## src/rtl/alu_share_arb_if.sv

```systemverilog
// Bundle between two requesters, the arbiter and the shared external ALU.
// slave = arbiter side, master = requesters plus the combinational ALU.
interface alu_share_arb_if #(
    parameter int WIDTH = 32
);
    logic             r0_req,    r1_req;
    logic [WIDTH-1:0] r0_a,      r0_b,      r1_a,      r1_b;
    logic [2:0]       r0_ctrl,   r1_ctrl;
    logic             r0_sral,   r1_sral;
    logic             r0_ready,  r1_ready;
    logic             r0_valid,  r1_valid;
    logic [WIDTH-1:0] r0_result, r1_result;
    logic             r0_zero,   r1_zero;
    logic             flush0;
    logic [WIDTH-1:0] alu_a,     alu_b;
    logic [2:0]       alu_ctrl;
    logic             alu_sral;
    logic [WIDTH-1:0] alu_out;
    logic             alu_zero;
    logic             busy;

    modport slave (
        input  r0_req, r1_req, r0_a, r0_b, r1_a, r1_b,
        input  r0_ctrl, r1_ctrl, r0_sral, r1_sral, flush0,
        input  alu_out, alu_zero,
        output r0_ready, r1_ready, r0_valid, r1_valid,
        output r0_result, r1_result, r0_zero, r1_zero,
        output alu_a, alu_b, alu_ctrl, alu_sral, busy
    );

    modport master (
        output r0_req, r1_req, r0_a, r0_b, r1_a, r1_b,
        output r0_ctrl, r1_ctrl, r0_sral, r1_sral, flush0,
        output alu_out, alu_zero,
        input  r0_ready, r1_ready, r0_valid, r1_valid,
        input  r0_result, r1_result, r0_zero, r1_zero,
        input  alu_a, alu_b, alu_ctrl, alu_sral, busy
    );
endinterface

```

## src/rtl/alu_share_arb.sv

```systemverilog
// Round-robin share of one external ALU between two ports: accept, execute, respond (2-cycle latency).
// Requests wait (ready low) while the other port holds the grant; responses have no backpressure.
module alu_share_arb #(
    parameter int WIDTH = 32
) (
    input  logic          clk,
    input  logic          reset,
    alu_share_arb_if.slave bus
);
    logic             last_q,   last_d;
    logic             s1_vld_q, s1_vld_d;
    logic             s1_id_q,  s1_id_d;
    logic [WIDTH-1:0] s1_a_q,   s1_a_d;
    logic [WIDTH-1:0] s1_b_q,   s1_b_d;
    logic [2:0]       s1_ctrl_q, s1_ctrl_d;
    logic             s1_sral_q, s1_sral_d;
    logic             s2_vld_q, s2_vld_d;
    logic             s2_id_q,  s2_id_d;
    logic [WIDTH-1:0] s2_res_q, s2_res_d;
    logic             s2_zero_q, s2_zero_d;
    logic [WIDTH-1:0] hold0_res_q, hold0_res_d, hold1_res_q, hold1_res_d;
    logic             hold0_zero_q, hold0_zero_d, hold1_zero_q, hold1_zero_d;
    logic             grant0, grant1, vld0, vld1, s1_live;

    // last_q == 1 means port 1 was served last, so port 0 wins a tie.
    assign grant0 = bus.r0_req & (~bus.r1_req |  last_q);
    assign grant1 = bus.r1_req & (~bus.r0_req | ~last_q);

    assign vld0    = s2_vld_q & ~s2_id_q & ~bus.flush0 & ~reset;
    assign vld1    = s2_vld_q &  s2_id_q & ~reset;
    assign s1_live = s1_vld_q & ~reset;

    always_comb begin
        last_d       = last_q;
        s1_vld_d     = (grant0 & ~bus.flush0) | grant1;
        s1_id_d      = grant1;
        s1_a_d       = s1_a_q;
        s1_b_d       = s1_b_q;
        s1_ctrl_d    = s1_ctrl_q;
        s1_sral_d    = s1_sral_q;
        s2_vld_d     = s1_vld_q & ~(bus.flush0 & ~s1_id_q);
        s2_id_d      = s1_id_q;
        s2_res_d     = s2_res_q;
        s2_zero_d    = s2_zero_q;
        hold0_res_d  = vld0 ? s2_res_q  : hold0_res_q;
        hold0_zero_d = vld0 ? s2_zero_q : hold0_zero_q;
        hold1_res_d  = vld1 ? s2_res_q  : hold1_res_q;
        hold1_zero_d = vld1 ? s2_zero_q : hold1_zero_q;
        if (grant0) begin
            last_d    = 1'b0;
            s1_a_d    = bus.r0_a;
            s1_b_d    = bus.r0_b;
            s1_ctrl_d = bus.r0_ctrl;
            s1_sral_d = bus.r0_sral;
        end else if (grant1) begin
            last_d    = 1'b1;
            s1_a_d    = bus.r1_a;
            s1_b_d    = bus.r1_b;
            s1_ctrl_d = bus.r1_ctrl;
            s1_sral_d = bus.r1_sral;
        end
        if (s1_vld_q) begin
            s2_res_d  = bus.alu_out;
            s2_zero_d = bus.alu_zero;
        end
    end

    always_ff @(posedge clk) begin
        if (reset) begin
            last_q       <= 1'b1;
            s1_vld_q     <= 1'b0;
            s1_id_q      <= 1'b0;
            s1_a_q       <= '0;
            s1_b_q       <= '0;
            s1_ctrl_q    <= '0;
            s1_sral_q    <= 1'b0;
            s2_vld_q     <= 1'b0;
            s2_id_q      <= 1'b0;
            s2_res_q     <= '0;
            s2_zero_q    <= 1'b0;
            hold0_res_q  <= '0;
            hold0_zero_q <= 1'b0;
            hold1_res_q  <= '0;
            hold1_zero_q <= 1'b0;
        end else begin
            last_q       <= last_d;
            s1_vld_q     <= s1_vld_d;
            s1_id_q      <= s1_id_d;
            s1_a_q       <= s1_a_d;
            s1_b_q       <= s1_b_d;
            s1_ctrl_q    <= s1_ctrl_d;
            s1_sral_q    <= s1_sral_d;
            s2_vld_q     <= s2_vld_d;
            s2_id_q      <= s2_id_d;
            s2_res_q     <= s2_res_d;
            s2_zero_q    <= s2_zero_d;
            hold0_res_q  <= hold0_res_d;
            hold0_zero_q <= hold0_zero_d;
            hold1_res_q  <= hold1_res_d;
            hold1_zero_q <= hold1_zero_d;
        end
    end

    assign bus.r0_ready  = grant0 & ~reset;
    assign bus.r1_ready  = grant1 & ~reset;
    assign bus.r0_valid  = vld0;
    assign bus.r1_valid  = vld1;
    assign bus.r0_result = vld0 ? s2_res_q  : hold0_res_q;
    assign bus.r0_zero   = vld0 ? s2_zero_q : hold0_zero_q;
    assign bus.r1_result = vld1 ? s2_res_q  : hold1_res_q;
    assign bus.r1_zero   = vld1 ? s2_zero_q : hold1_zero_q;
    assign bus.alu_a     = s1_live ? s1_a_q    : '0;
    assign bus.alu_b     = s1_live ? s1_b_q    : '0;
    assign bus.alu_ctrl  = s1_live ? s1_ctrl_q : '0;
    assign bus.alu_sral  = s1_live & s1_sral_q;
    assign bus.busy      = (s1_vld_q | s2_vld_q) & ~reset;
endmodule
```

## src/flat_wrapper.sv

```systemverilog
// flat-port wrapper written by rule: the top's interface ports become plain ports
module alu_share_arb_flat 
#(
    parameter int WIDTH = 32
)
  (clk, reset, bus_r0_req, bus_r1_req, bus_r0_a, bus_r0_b, bus_r1_a, bus_r1_b, bus_r0_ctrl, bus_r1_ctrl, bus_r0_sral, bus_r1_sral, bus_flush0, bus_alu_out, bus_alu_zero, bus_r0_ready, bus_r1_ready, bus_r0_valid, bus_r1_valid, bus_r0_result, bus_r1_result, bus_r0_zero, bus_r1_zero, bus_alu_a, bus_alu_b, bus_alu_ctrl, bus_alu_sral, bus_busy);
  alu_share_arb_if #(.WIDTH(WIDTH)) bus_i ();
  input  logic clk;
  input  logic reset;
  input wire logic [$bits(bus_i.r0_req)-1:0] bus_r0_req;
  input wire logic [$bits(bus_i.r1_req)-1:0] bus_r1_req;
  input wire logic [$bits(bus_i.r0_a)-1:0] bus_r0_a;
  input wire logic [$bits(bus_i.r0_b)-1:0] bus_r0_b;
  input wire logic [$bits(bus_i.r1_a)-1:0] bus_r1_a;
  input wire logic [$bits(bus_i.r1_b)-1:0] bus_r1_b;
  input wire logic [$bits(bus_i.r0_ctrl)-1:0] bus_r0_ctrl;
  input wire logic [$bits(bus_i.r1_ctrl)-1:0] bus_r1_ctrl;
  input wire logic [$bits(bus_i.r0_sral)-1:0] bus_r0_sral;
  input wire logic [$bits(bus_i.r1_sral)-1:0] bus_r1_sral;
  input wire logic [$bits(bus_i.flush0)-1:0] bus_flush0;
  input wire logic [$bits(bus_i.alu_out)-1:0] bus_alu_out;
  input wire logic [$bits(bus_i.alu_zero)-1:0] bus_alu_zero;
  output wire logic [$bits(bus_i.r0_ready)-1:0] bus_r0_ready;
  output wire logic [$bits(bus_i.r1_ready)-1:0] bus_r1_ready;
  output wire logic [$bits(bus_i.r0_valid)-1:0] bus_r0_valid;
  output wire logic [$bits(bus_i.r1_valid)-1:0] bus_r1_valid;
  output wire logic [$bits(bus_i.r0_result)-1:0] bus_r0_result;
  output wire logic [$bits(bus_i.r1_result)-1:0] bus_r1_result;
  output wire logic [$bits(bus_i.r0_zero)-1:0] bus_r0_zero;
  output wire logic [$bits(bus_i.r1_zero)-1:0] bus_r1_zero;
  output wire logic [$bits(bus_i.alu_a)-1:0] bus_alu_a;
  output wire logic [$bits(bus_i.alu_b)-1:0] bus_alu_b;
  output wire logic [$bits(bus_i.alu_ctrl)-1:0] bus_alu_ctrl;
  output wire logic [$bits(bus_i.alu_sral)-1:0] bus_alu_sral;
  output wire logic [$bits(bus_i.busy)-1:0] bus_busy;
  assign bus_i.r0_req = bus_r0_req;
  assign bus_i.r1_req = bus_r1_req;
  assign bus_i.r0_a = bus_r0_a;
  assign bus_i.r0_b = bus_r0_b;
  assign bus_i.r1_a = bus_r1_a;
  assign bus_i.r1_b = bus_r1_b;
  assign bus_i.r0_ctrl = bus_r0_ctrl;
  assign bus_i.r1_ctrl = bus_r1_ctrl;
  assign bus_i.r0_sral = bus_r0_sral;
  assign bus_i.r1_sral = bus_r1_sral;
  assign bus_i.flush0 = bus_flush0;
  assign bus_i.alu_out = bus_alu_out;
  assign bus_i.alu_zero = bus_alu_zero;
  assign bus_r0_ready = bus_i.r0_ready;
  assign bus_r1_ready = bus_i.r1_ready;
  assign bus_r0_valid = bus_i.r0_valid;
  assign bus_r1_valid = bus_i.r1_valid;
  assign bus_r0_result = bus_i.r0_result;
  assign bus_r1_result = bus_i.r1_result;
  assign bus_r0_zero = bus_i.r0_zero;
  assign bus_r1_zero = bus_i.r1_zero;
  assign bus_alu_a = bus_i.alu_a;
  assign bus_alu_b = bus_i.alu_b;
  assign bus_alu_ctrl = bus_i.alu_ctrl;
  assign bus_alu_sral = bus_i.alu_sral;
  assign bus_busy = bus_i.busy;
  alu_share_arb #(.WIDTH(WIDTH)) u_core (.clk(clk), .reset(reset), .bus(bus_i));
endmodule
```

## config.mk

```make
export PLATFORM = sky130hd
export DESIGN_NAME = alu_share_arb_flat
export DESIGN_NICKNAME = d
export VERILOG_FILES = /design/src/rtl/alu_share_arb_if.sv /design/src/rtl/alu_share_arb.sv /design/src/flat_wrapper.sv
export SDC_FILE = /design/constraint.sdc
export NUM_CORES = 1
export LEC_CHECK = 0
export BUFFER_PORTS_ARGS = -buffer_cell sky130_fd_sc_hd__buf_2
export CAP_MARGIN = 10
export CORE_UTILIZATION = 38
export DETAILED_ROUTE_END_ITERATION = 8
export GPL_TIMING_DRIVEN = 0
export PLACE_DENSITY = 0.72
export SYNTH_ARGS = -nofsm -noshare
export SYNTH_HDL_FRONTEND = slang
export SYNTH_SLANG_ARGS = --single-unit
```

## constraint.sdc

```tcl
create_clock -name clk -period 2.04 [get_ports clk]
set_clock_uncertainty 0.05 [all_clocks]
set_input_delay 0.51 -clock clk [delete_from_list [all_inputs] [get_ports clk]]
set_output_delay 0.51 -clock clk [all_outputs]
set_load 0.01 [all_outputs]
```

==> metrics, run 1 <==
status=finished, violations left; Clock Tree Buf Depth=2; clock transition at the registers of the reported paths=0.07 ns; Min-Delay Path Class=primary input to flop; Synth top area share=48.0%; Slew HR=52.1%; R2R depth=14; Num Clock Sinks=172; Crit Path Class=flop to primary output; Syn Inst Count=868; min Tclk post-route=2.42 ns; worst-margin pin slew=0.719 ns; drt first-iter violations=362; Layout area overhead=60.0%; Post-Syn Area per Cell=8.27 um2; Placed Instances=1407; num rows=49; via count=7664; Cell variety after synth=22; Post-synth EDFFs=0; Final WS setup=-0.377 ns; Die Area=0.0194 mm2; final setup fails=109; clock root cell=clkbuf_16; port bufs=310; Worst VDD drop=0.000571 V; CTS Hold Bufs=0; critical path capture point type=primary output; final hold vios=0; storage element area=0.00345 mm2; fin util=63.1%; Ys Warns=0; Starting Density=39.4%; GRT Util Overall=25.9%; vias in the first global route=7606; first-pass GRT wire length=39300 um; Non-Filler Instances=1479; total CTS buffers=17; DR pass1 iterations=9; CP Max Fanout=10; unrepaired setup endpoints after global routing=true; Ports=313; leakage power=0.00552 uW; ratio of final minimum period to clock period=118%; Crit path required time=1.48 ns; RR Startpoint=u_core.s2_vld_q$_SDFF_PP0_; initial antenna violation count=7; Syn Nets=1042; Die Width=139 um; Hold Path Stages=2; R2R setup slack=0.07 ns; DP HPWL=18100 um; total core area=0.0182 mm2; Hold Path End=u_core.s2_vld_q$_SDFF_PP0_; Post-synth top flop=dfxtp_1; Cell Area, Synth=0.00718 mm2; area occupied by multi-input gates=0.00396 mm2; GPL Wtd Cong=0.854; Seq/Total Area, Yosys=48.0%; achievable frequency=414 MHz; top cells by area, synth=dfxtp_1 (48%), o221a_2 (11%), nand2_1 (10%); Fillers=1505; layout cell share with drive strength beyond 1=53.3%; Final nets=1405; post-route antenna net violation count=0; number of synthesized register bits=172; data arrival time of the worst path=1.86 ns; clock latency on the worst-skew pair=0.42 ns; MaxCap Viol Count=0; final hold slack=0.261 ns; drt wl/cell=17.8 um; failing checks=design-rule violations, negative setup slack; H-tree depth=4; largest net degree at the start of global routing=20; pwr dens=705 mW/mm2; GR Overflow Total=0; HP Start=bus_flush0; max-slew violation count=0; Vias/cell=5.18; Post-Route WL=26400 um; post-synth top area cell=dfxtp_1; CTS tree=built; crit start category=flop; Async S/R FF share, synth=0%; DIE HEIGHT=139 um; drc violations=2; Reg-to-Reg End=u_core.hold1_res_q[22]$_SDFF_PP0_
[what timing repair did]
action                                  CTS  global route
pin swaps                                74             6
hold endpoints to repair                  0             0
setup buffers                            31             5
cloned                                    7             2
endpoints found under the setup margin  139           137
resized for setup                       275            91
[placed cells by master (no fill, tap or decap), types with 4 or more instances in the layout]
cell type,n
nand2_4,18
buf_8,15
buf_4,18
nor3_1,68
mux2i_1,33
clkbuf_8,4
inv_6,6
buf_2,217
a21oi_1,66
nand2_1,91
o221a_2,68
diode_2,6
clkbuf_16,21
nor2_1,107
nand2_2,91
dfxtp_1,169
and2_4,68
buf_1,4
buf_6,113
clkbuf_1,36
[power by group]
group | total, uW | internal [uW] | switching, uW
combinational | 996 | 508 | 488
sequential | 3630 | 3520 | 110
clock | 3470 | 1980 | 1490
[state kept, by name, summed over array words and instances, names as in the netlist, 3 cells and up]
register            cells
u_core.s1_a_q          32
u_core.s2_res_q        32
u_core.s1_ctrl_q        3
u_core.hold0_res_q     32
u_core.s1_b_q          32
u_core.hold1_res_q     32
[routing by layer]
metal | global-route usage [%] | part of all wire, % | vias to the layer above
met5 | 0 | 0.030 | -
met4 | 12.9 | 3.9 | 2
met3 | 7.23 | 7.3 | 70
met2 | 44.1 | 49 | 316
met1 | 29.8 | 39 | 3583
li1 | - | - | 3693
[layout make-up]
cell class                 instances  area share, %
sequential                       172           30.0
inverter                           4          0.349
timing repair buffer             351           22.7
clock buffer                      17           3.70
multi-input combinational        619           34.5
tap                              229           2.49
antenna                            6          0.131
buffer                            66           4.36
clock inverter                    15           1.75
[synthesized netlist by cell type (2+ instances only)]
cell type	n
a21oi_1	67
and2_1	68
buf_1	4
buf_2	12
buf_6	3
clkbuf_1	54
dfxtp_1	172
inv_1	2
mux2i_1	33
nand2_1	200
nand2b_1	2
nor2_1	107
nor3_1	68
o221a_2	68
[logic make-up after synthesis]
family	count (synthesis)	synth area share, %
buf+inv	77	4.62
mux	33	4.60
flops	172	48.0
compound gates	138	15.6
simple gates	448	27.2
[critical path: stages, from the launching register on]
cell and delay (ns):
dfxtp_2 0.32, or4b_4 0.58, clkinv_8 0.11, buf_8 0.14, nand2_1 0.09, nand2_2 0.07, buf_2 0.13
[how the worst max path moves through the flow]
| stage | startpoint | slack (ns) | to |
|---|---|---|---|
| CTS | u_core.s2_id_q$_SDFF_PP0_ | -0.41 | bus_r0_result[8] |
| global route | u_core.s2_id_q$_SDFF_PP0_ | -0.45 | bus_r0_result[9] |
| detailed placement | reset | -0.71 | bus_alu_a[21] |
| global placement | reset | -0.74 | bus_alu_a[21] |
| finish | u_core.s2_id_q$_SDFF_PP0_ | -0.38 | bus_r0_result[15] |
| floorplan | bus_flush0 | -0.03 | bus_r0_result[24] |
[through the flow]
step | TNS, ns | power (uW) | worst slack (ns) | cell area (um2)
floorplan | -0.771 | 4140 | -0.0265 | 7330
global placement | -53.12 | 4500 | -0.736 | 9170
detailed placement | -54.54 | 4510 | -0.710 | 9170
CTS | -29.21 | 8130 | -0.407 | 11200
global route | -28.34 | 8390 | -0.449 | 11500
finish | -20.48 | 8100 | -0.377 | 11500
(Power assumes the default switching activity.)
==> inputs of run 2 (changes only) <==
--- a/config.mk
+++ b/config.mk
@@ -5,12 +5,13 @@
 export SDC_FILE = /design/constraint.sdc
 export NUM_CORES = 1
 export LEC_CHECK = 0
-export BUFFER_PORTS_ARGS = -buffer_cell sky130_fd_sc_hd__buf_2
+export BUFFER_PORTS_ARGS = -buffer_cell sky130_fd_sc_hd__clkbuf_2
 export CAP_MARGIN = 10
 export CORE_UTILIZATION = 38
 export DETAILED_ROUTE_END_ITERATION = 8
 export GPL_TIMING_DRIVEN = 0
 export PLACE_DENSITY = 0.72
+export SKIP_CTS_REPAIR_TIMING = 1
 export SYNTH_ARGS = -nofsm -noshare
 export SYNTH_HDL_FRONTEND = slang
 export SYNTH_SLANG_ARGS = --single-unit
==> metrics, run 2 (same netlist as run 1, synthesis figures left out) <==
status=finished, violations left; failing checks=design-rule violations, negative setup slack; GPL Wtd Cong=0.850; Placed Instances=1407; num rows=49; Ports=313; crit start category=flop; worst-margin pin slew=0.671 ns; Final WS setup=-0.412 ns; total CTS buffers=17; Num Clock Sinks=172; Hold Path Stages=3; HP Start=bus_alu_out[30]; most common cell after layout, fill and taps aside=clkbuf_2; Post-Route WL=25600 um; achievable frequency=408 MHz; leakage power=0.00550 uW; largest net degree at the start of global routing=17; drt wl/cell=17.4 um; area occupied by multi-input gates=0.00393 mm2; Layout area overhead=54.8%; via count=7595; DR pass1 iterations=9; CP Max Fanout=10; final hold vios=0; clock root cell=clkbuf_16; R2R depth=5; clock transition at the registers of the reported paths=0.07 ns; GRT Util Overall=24.6%; most frequent cells in the layout=clkbuf_2 (234), dfxtp_1 (169), nor2_1 (107), nand2_1 (95), buf_6 (87); Final nets=1405; final setup fails=137; RR Startpoint=u_core.last_q$_SDFFE_PP1P_; data arrival time of the worst path=1.89 ns; Die Width=139 um; Clock Tree Buf Depth=2; min Tclk post-route=2.45 ns; storage element area=0.00345 mm2; Vias/cell=5.15; vias in the first global route=7105; Hold Path End=u_core.s2_res_q[30]$_SDFFE_PP0P_; unrepaired setup endpoints after global routing=true; initial antenna violation count=3; ratio of final minimum period to clock period=120%; Worst VDD drop=0.000589 V; Fillers=1571; Min-Delay Path Class=primary input to flop; Reg-to-Reg End=u_core.s1_b_q[10]$_SDFFE_PP0P_; Crit path required time=1.48 ns; Die Area=0.0194 mm2; MaxCap Viol Count=0; R2R setup slack=0.48 ns; critical path capture point type=primary output; H-tree depth=4; total core area=0.0182 mm2; GR Overflow Total=0; post-route antenna net violation count=0; drt first-iter violations=303; first-pass GRT wire length=37300 um; Setup WS pre-CTS=-0.753 ns; layout cell share with drive strength beyond 1=50.3%; Slew HR=55.3%; CTS tree=built; DIE HEIGHT=139 um; Crit Path Class=flop to primary output; clock latency on the worst-skew pair=0.43 ns; Starting Density=39.4%; port bufs=310; Non-Filler Instances=1476; max-slew violation count=0; drc violations=1; pwr dens=712 mW/mm2; DP HPWL=18000 um
==> run 2: changes by cell type in the layout (fill, tap and decap cells not counted), moves of 6 or more <==
cell,delta
and2_1,+29
and2_4,-29
buf_2,-201
buf_4,+6
buf_6,-26
buf_8,-9
clkbuf_2,+233
nand2_2,-15
nand2_4,+11
==> run 2: cell type report <==
type                            instances  area share (%)
Tap cell                              229            2.58
Clock buffer                           22            4.18
Multi-Input combinational cell        619            35.3
Antenna cell                            3          0.0676
Timing Repair Buffer                  346            21.0
Buffer                                 71            4.40
Inverter                                4           0.281
Clock inverter                         10            1.17
Sequential cell                       172            31.0
==> run 2: worst max-delay path: stages (launching register included) <==
cell      delay, ns
dfxtp_2        0.33
or4b_4         0.59
clkinv_8       0.12
buf_8          0.13
nand2_1        0.09
nand2_2        0.08
buf_2          0.13
==> run 2: routing by layer <==
layer	global-route usage (%)	part of all wire, %
met5	0	0
met2	41.7	50
met4	10.8	2.7
met3	6.74	6.8
met1	29.1	40
==> run 2: worst max path at each step <==
stage                               startpoint           endpoint  slack, ns  cells past startpoint
floorplan                           bus_flush0  bus_r0_result[24]      -0.03                      6
global placement                         reset      bus_alu_a[21]      -0.75                      6
detailed placement                       reset      bus_alu_a[21]      -0.75                      6
CTS                 u_core.s1_vld_q$_SDFF_PP0_      bus_alu_a[21]      -1.05                      6
global route        u_core.s2_vld_q$_SDFF_PP0_  bus_r0_result[15]      -0.48                      6
finish               u_core.s2_id_q$_SDFF_PP0_  bus_r0_result[15]      -0.41                      6
==> run 2: stage by stage <==
stage               util (%)  TNS, ns  hold slack (ns)  area [um2]  total power, uW
floorplan                  -   -0.771            0.354        7330             4140
global placement        50.3   -55.32            0.370        9170             4500
CTS                     53.6   -77.12            0.257        9760             7820
global route            61.0   -31.95            0.272       11100             8180
detailed placement      50.3   -56.45            0.364        9170             4510
finish                  61.0   -24.12            0.271       11100             7910
==> run 2: where the power goes <==
group          internal [uW]  switching [uW]  total (uW)  leakage, uW
logic                    478             479         956      0.00380
registers               3520             106        3620      0.00141
clock network           1900            1440        3340     0.000289
